<file path="src/rtl/rib_arbiter.sv">
// Three-master system-bus arbiter: JTAG debug (m0) has absolute priority,
// the core data (m1) and fetch (m2) ports share the bus round-robin.
//
// state    | meaning
// ---------+--------------------------------------------------------------
// ST_IDLE  | bus free; s_* quiet; owner selected on the next edge
// ST_GRANT | owner drives the slave; waits for s_ack or the timeout
module rib_arbiter #(
   parameter int CPU_WIDTH   = 32,
   parameter int TIMEOUT_CYC = 255
) (
   input  logic                 clk,
   input  logic                 rst_n,
   input  logic                 m0_req,
   input  logic                 m0_we,
   input  logic [CPU_WIDTH-1:0] m0_addr,
   input  logic [CPU_WIDTH-1:0] m0_wdata,
   output logic [CPU_WIDTH-1:0] m0_rdata,
   output logic                 m0_ack,
   output logic                 m0_err,
   input  logic                 m1_req,
   input  logic                 m1_we,
   input  logic [CPU_WIDTH-1:0] m1_addr,
   input  logic [CPU_WIDTH-1:0] m1_wdata,
   output logic [CPU_WIDTH-1:0] m1_rdata,
   output logic                 m1_ack,
   output logic                 m1_err,
   input  logic                 m2_req,
   input  logic                 m2_we,
   input  logic [CPU_WIDTH-1:0] m2_addr,
   input  logic [CPU_WIDTH-1:0] m2_wdata,
   output logic [CPU_WIDTH-1:0] m2_rdata,
   output logic                 m2_ack,
   output logic                 m2_err,
   output logic                 s_req,
   output logic                 s_we,
   output logic [CPU_WIDTH-1:0] s_addr,
   output logic [CPU_WIDTH-1:0] s_wdata,
   input  logic [CPU_WIDTH-1:0] s_rdata,
   input  logic                 s_ack,
   output logic                 hold_o,
   output logic [1:0]           owner_o
);

   localparam logic       ST_IDLE  = 1'b0;
   localparam logic       ST_GRANT = 1'b1;
   localparam logic [1:0] OWN_NONE = 2'd3;
   localparam logic [15:0] TMO_LAST = 16'(TIMEOUT_CYC - 1);

   logic                 state;
   logic [1:0]           owner;
   logic [1:0]           last_core;
   logic [15:0]          tmo_cnt;
   logic [1:0]           sel;
   logic                 tmo_hit;
   logic                 done;
   logic [CPU_WIDTH-1:0] rdata_ret;

   assign tmo_hit   = (state == ST_GRANT) && !s_ack && (tmo_cnt == TMO_LAST);
   assign done      = (state == ST_GRANT) && (s_ack || tmo_hit);
   assign rdata_ret = s_ack ? s_rdata : '0;

   // m0 always wins; a core tie goes to the port that was not served last
   always_comb begin
      sel = OWN_NONE;
      if (m0_req)
         sel = 2'd0;
      else if (m1_req && m2_req)
         sel = (last_core == 2'd1) ? 2'd2 : 2'd1;
      else if (m1_req)
         sel = 2'd1;
      else if (m2_req)
         sel = 2'd2;
   end

   always_ff @(posedge clk or negedge rst_n) begin
      if (!rst_n) begin
         state     <= ST_IDLE;
         owner     <= OWN_NONE;
         last_core <= 2'd2;
         tmo_cnt   <= '0;
      end else begin
         case (state)
            ST_IDLE: begin
               tmo_cnt <= '0;
               if (sel != OWN_NONE) begin
                  state <= ST_GRANT;
                  owner <= sel;
                  if (sel != 2'd0)
                     last_core <= sel;
               end
            end
            default: begin
               if (done) begin
                  state   <= ST_IDLE;
                  owner   <= OWN_NONE;
                  tmo_cnt <= '0;
               end else begin
                  tmo_cnt <= tmo_cnt + 16'd1;
               end
            end
         endcase
      end
   end

   always_comb begin
      s_req   = (state == ST_GRANT);
      s_we    = 1'b0;
      s_addr  = '0;
      s_wdata = '0;
      if (state == ST_GRANT) begin
         case (owner)
            2'd0: begin
               s_we    = m0_we;
               s_addr  = m0_addr;
               s_wdata = m0_wdata;
            end
            2'd1: begin
               s_we    = m1_we;
               s_addr  = m1_addr;
               s_wdata = m1_wdata;
            end
            2'd2: begin
               s_we    = m2_we;
               s_addr  = m2_addr;
               s_wdata = m2_wdata;
            end
            default: ;
         endcase
      end
   end

   assign m0_ack   = done && (owner == 2'd0);
   assign m1_ack   = done && (owner == 2'd1);
   assign m2_ack   = done && (owner == 2'd2);
   assign m0_err   = m0_ack && !s_ack;
   assign m1_err   = m1_ack && !s_ack;
   assign m2_err   = m2_ack && !s_ack;
   assign m0_rdata = m0_ack ? rdata_ret : '0;
   assign m1_rdata = m1_ack ? rdata_ret : '0;
   assign m2_rdata = m2_ack ? rdata_ret : '0;

   // gated by rst_n so the core is released the moment reset hits
   assign hold_o  = rst_n & ((m1_req & ~m1_ack) | (m2_req & ~m2_ack));
   assign owner_o = owner;

endmodule
</file>
<file path="config.mk">
export PLATFORM = sky130hd
export DESIGN_NAME = rib_arbiter
export DESIGN_NICKNAME = d
export VERILOG_FILES = /design/src/rtl/rib_arbiter.sv
export SDC_FILE = /design/constraint.sdc
export NUM_CORES = 1
export LEC_CHECK = 0
export ABC_AREA = 1
export CAP_MARGIN = 20
export CELL_PAD_IN_SITES_DETAIL_PLACEMENT = 1
export CELL_PAD_IN_SITES_GLOBAL_PLACEMENT = 2
export CORE_UTILIZATION = 10
export DETAILED_ROUTE_END_ITERATION = 16
export PLACE_DENSITY_LB_ADDON = 0.08
export SETUP_SLACK_MARGIN = 0.3
export SLEW_MARGIN = 40
export SYNTH_ARGS = -nofsm -noshare
export SYNTH_HDL_FRONTEND = slang
export SYNTH_SLANG_ARGS = --single-unit
</file>
<file path="constraint.sdc">
create_clock -name clk -period 1.5 [get_ports clk]
set_input_delay 0.15 -clock clk [delete_from_list [all_inputs] [get_ports clk]]
set_output_delay 0.15 -clock clk [all_outputs]
set_load 0.01 [all_outputs]
</file>
== Yosys cells after proc, flatten, opt, wreduce, memory -nomap -nowiden ==
Index checks and enable logic that the tools add are counted.
Word-level totals
  flip-flop bits (word level): 21
  input bits: 233
Cells by class
  add/sub/neg operators: 1
  equality and inequality tests: 6
  mux-type cells: 23
  bitwise logic cells: 7
  reduce and logical (&&, ||, !) cells: 17
Operator list (number)
  $mux 32: 6
  $pmux 32 s3: 2
  $mux 16: 2
  $add 16x1->16 const B: 1
  $eq 16x8->1 const B: 1
  $mux 2: 7
  $logic_and 1x1->1: 10
  $mux 1: 5
  $eq 2x1->1 const B: 2
  $reduce_bool 2->1: 2
  $and 1x1->1: 3
  $not 1->1: 3
  $pmux 1 s3: 1
  $reduce_and 3->1: 1
  $eq 2x2->1 const B: 1
  $logic_not 2->1: 1
  $ne 2x1->1 const B: 1
  $ne 2x2->1 const B: 1
  $reduce_and 2->1: 1
  $logic_not 1->1: 1
  $logic_or 1x1->1: 1
  $or 1x1->1: 1

== Logic depth before layout (Yosys ltp) ==
  depth after elaboration: 10
  depth in mapped cells: 13

== Least setup slack after synthesis ==
No wires, ideal clock.
  path kind: register to output
  start point: register tmo_cnt[0]
  end point: output port m0_rdata[10]
  data arrival time: 1.612 ns
  required time: 1.350 ns
  slack: -0.262 ns
  stages on the path, launching flop included: 14
  cells stage by stage: dfrtp_1 > inv_1 > ha_1 > inv_1 > nor2_1 > nand2_1 > nor2_1 > nand2_1 > nand2_2 > nand2_2 > nor3_4 > inv_2 > buf_6 > nor2_1
On the way
  longest elaborated chain between the ends: 6
RTL lines
  start: declaration: RTL line 53  | logic [15:0] tmo_cnt;
  start signal: assignment: RTL line 99  | tmo_cnt <= tmo_cnt + 16'd1;
  $eq 16x8->1: RTL line 59  | assign tmo_hit = (state == ST_GRANT) && !s_ack && (tmo_cnt == TMO_LAST);
  $logic_and 1x1->1: RTL line 59
  $logic_or 1x1->1: RTL line 60  | assign done = (state == ST_GRANT) && (s_ack || tmo_hit);
  $logic_and 1x1->1: RTL line 60
  $logic_and 1x1->1: RTL line 133  | assign m0_ack = done && (owner == 2'd0);
  via m0_ack: RTL line 19  | output logic m0_ack,
  $mux 32: RTL line 139  | assign m0_rdata = m0_ack ? rdata_ret : '0;
  end: declaration: RTL line 18  | output logic [CPU_WIDTH-1:0] m0_rdata,
The timed path passes the listed nets, and every way through them passes these cells.

== Worst setup path after layout ==
  start point: register owner[0] (netlist: owner_o[0])
  end point: output port m1_rdata[25]
On the way
  longest elaborated chain between the ends: 3
RTL lines
  start: declaration: RTL line 51  | logic [1:0] owner;
  start signal: assignment: RTL line 88  | owner <= sel;
  $eq 2x1->1: RTL line 134  | assign m1_ack = done && (owner == 2'd1);
  $logic_and 1x1->1: RTL line 134
  $mux 32: RTL line 140  | assign m1_rdata = m1_ack ? rdata_ret : '0;
  end: declaration: RTL line 25  | output logic [CPU_WIDTH-1:0] m1_rdata,
Every way passes these cells.

==> run_results.csv <==
group,metric,value,unit
run_status,outcome,"finished, violations left",
run_status,violations,"negative setup slack",
routing,vias,6450,
synthesis,synth_top_area_frac,0.363,
die,fp.dieW,186,um
routing,ant_nets,0,
finish,multi_input_area,3560,sq um
global_routing,grt_max_degree,38,
setup_path,critPathLaunchType,"register",
setup_path,ff2ff_setup_slack,-0.16,ns
finish,regArea,531,sq um
synthesis,synth-seq-cells,21,
setup_path,crit_top_cell,"buf_6",
cts,cts_root_buf,"clkbuf_16",
die,row_count,66,
global_routing,grtUsageTotal,0.138,
finish,final_nets,1501,
setup_path,path_max_fanout,5,
global_routing,antenna_found_initial,2,
finish,post-route-cell-area,11200,sq um
timing,max_slew_margin,0.759,
setup_path,crit_required,1.35,ns
setup_path,critPathMaxStageDelay,0.55,ns
routing,wire_per_inst,16.2,um
routing,via_per_inst,3.77,
timing,finalHoldViolations,0,
power,cellPowerDensity,1260,nW/um^2
cts,cts_made_buffers,3,
cts,clkLatencyLatePin,0.25,ns
die,core,32900,sq um
routing,drcViolationCount,0,
cts,cts_tree,"done",
timing,period_share,1.51,
global_routing,grt_pass1_vias,6259,
finish,num-fill-cells,3942,
setup_path,cp.buffers_inverters,7,
timing,final-setup-viol-count,187,
synthesis,ys_warn_count,0,
routing,firstDrtPassIters,4,
setup_path,reg2reg_depth,14,
timing,tightest_slew,0.362,ns
routing,drt_wl_total,27700,um
cts,clk_pin_slew,0.06,ns
finish,drive_gt1_frac,0.536,
synthesis,syn_inst,720,
global_routing,grt_pass1_wl,36400,um
timing,worst_slack,-0.761,ns
die,fp.dieH,186,um
cts,holdBufCountCts,0,
routing,dr.first_iter.drc_count,116,
setup_path,end_kind,"output port",
timing,fin_crit,2.26,ns
place,place_area,8880,sq um
cts,cts_buffer_depth,2,
place,io_buffers,403,
synthesis,synthTopCellsByArea,"nand2_1, nor2_1, dfrtp_1, nand3_1, inv_1",
synthesis,synthArstFlopShare,1.00,
flow_run,drv_cap,0,
setup_path,cpLargestDelayFamily,"buffers and inverters",
place,place_inst,1599,
timing,fmax,442,MHz
setup_path,critical_path.startpoint,"owner_o[0]$_DFFE_PN1P_",
finish,area_delta_synth_final,232,%
die,io_pins,404,
synthesis,synth_edf_count,0,
place,finalWeightedCongestion,0.735,
synthesis,synth_nets,955,
power,p_leak,0.00559,uW
power,vdd_drop_max,0.550,mV
setup_path,path_class,"register to output port",
place,dp_hpwl,20800,um
setup_path,worstPathArrival,2.11,ns
synthesis,synthFlopType,"dfrtp_1",
setup_path,reg2reg_to,"owner_o[1]$_DFFE_PN1P_",
finish,utilization,0.340,
synthesis,synth_top_cells_by_count,"nand2_1, nor2_1, inv_1, nand3_1, clkbuf_1",
synthesis,yosysMostFrequentCell,"nand2_1",
timing,slew_viol_final,0,
synthesis,synth_cell_types,24,
timing,grt_setup_unrepaired,"true",
setup_path,crit_chain,"inv_2, nor2_4, buf_4, buf_6, nand3_4, buf_12, buf_16, buf_6, nor2_2, buf_2",
setup_path,cp_slowest_cell,"dfstp_2",
finish,final_cells,1709,
synthesis,synth_area,3380,sq um
worst_hold_path,min_path_type,"input port to asynchronous set/reset pin",
synthesis,syn_avg_cell_area,4.70,sq um
global_routing,gr-total-overflow,0,
setup_path,worstReg2RegStart,"tmo_cnt[0]$_DFF_PN0_",
cts,htree_num_levels,1,
cts,clkSinkCount,21,
synthesis,yosysTopAreaCell,"nand2_1",
synthesis,synth_seq_area_share,0.156,
die,die_area,34600,sq um
timing,fin_skew,0.00301,ns
die,initial_core_util,0.103,
routing by layer:
metal | GRT usage | vias to the layer above | share of wire | routed length [um]
li1 | - | 3232 | - | -
met1 | 0.148 | 2985 | 0.36 | 9990
met2 | 0.274 | 217 | 0.55 | 15300
met3 | 0.0338 | 14 | 0.078 | 2150
met4 | 0.0161 | 2 | 0.0074 | 205
met5 | 0 | - | 0.00047 | 13
through the flow:
step	hold slack (ns)	TNS, ns	power, uW	worst slack [ns]
2_1_floorplan	-0.146	-19.78	5090	-0.235
3_3_place_gp	0.477	-110.30	9920	-0.793
3_5_place_dp	0.485	-111.20	9890	-0.834
4_1_cts	0.287	-113.40	10500	-0.809
5_1_grt	0.324	-127.45	15300	-0.897
6_report	0.278	-104.88	14200	-0.761
cell type report:
| class | count | area share |
|---|---|---|
| Tap cell | 442 | 0.0493 |
| Clock buffer | 4 | 0.00703 |
| Multi-Input combinational cell | 561 | 0.317 |
| Sequential cell | 21 | 0.0473 |
| Timing Repair Buffer | 584 | 0.544 |
| Antenna cell | 2 | 0.000446 |
| Inverter | 95 | 0.0340 |
worst reg2reg max path, cell delays in order, from the launching register on:
cell     delay [ns]
dfrtp_1        0.37
inv_1          0.06
ha_2           0.16
inv_2          0.04
nor2_2         0.06
nand2_1        0.05
nor2_1         0.08
nand2_1        0.10
nand2_4        0.13
nand2_4        0.07
buf_4          0.13
buf_4          0.12
nand2_2        0.05
nor2_1         0.04
a21oi_1        0.13
registers in the layout (all words and copies together), names as in the netlist:
name       cells
owner_o        2
tmo_cnt       16
s_req          1
last_core      2
power by group:
group          total, uW  internal [uW]  switching, uW
Combinational      12900           6920           5940
Clock                577            362            215
Sequential           737            672           65.0
cell families after synthesis:
kind of cell | after synthesis | share of synthesized area
buf+inv | 138 | 0.163
simple gates | 540 | 0.637
fa+ha+maj | 2 | 0.00740
compound gates | 12 | 0.0185
xor+xnor | 7 | 0.0181
flops | 21 | 0.156
layout by cell type, fill, tap and decap left out, types with 2 or more instances in the layout:
master and count:
a21oi_1 5, buf_12 30, buf_16 4, buf_2 51
buf_4 78, buf_6 152, buf_8 10, clkbuf_16 13
clkbuf_2 12, clkdlybuf4s50_1 233, dfrtp_1 17, dfstp_2 3
diode_2 2, dlymetal6s2s_1 4, inv_1 32, inv_2 58
inv_4 3, nand2_1 222, nand2_2 79, nand2_4 28
nand3_1 25, nand3_2 43, nand3_4 4, nor2_1 33
nor2_2 39, nor2_4 59, nor3_4 2, nor3b_2 2
o21ai_0 3, xnor2_1 4, xor2_1 3
how the worst max path moves through the flow:
| stage | cells past startpoint | endpoint | slack [ns] |
|---|---|---|---|
| floorplan | 13 | m0_rdata[10] | -0.23 |
| global placement | 14 | m0_rdata[0] | -0.79 |
| detailed placement | 14 | m0_rdata[0] | -0.83 |
| CTS | 14 | m0_rdata[31] | -0.81 |
| global route | 14 | m0_rdata[9] | -0.90 |
| finish | 10 | m1_rdata[25] | -0.76 |
what timing repair did:
item | in CTS | in global routing
resized for setup | 448 | 682
pin swaps | 3 | 48
buffers inserted | 6 | 85
cloned | 3 | 10
setup endpoints to repair | 190 | 190
No activity file was read; power rests on OpenSTA's default activity.
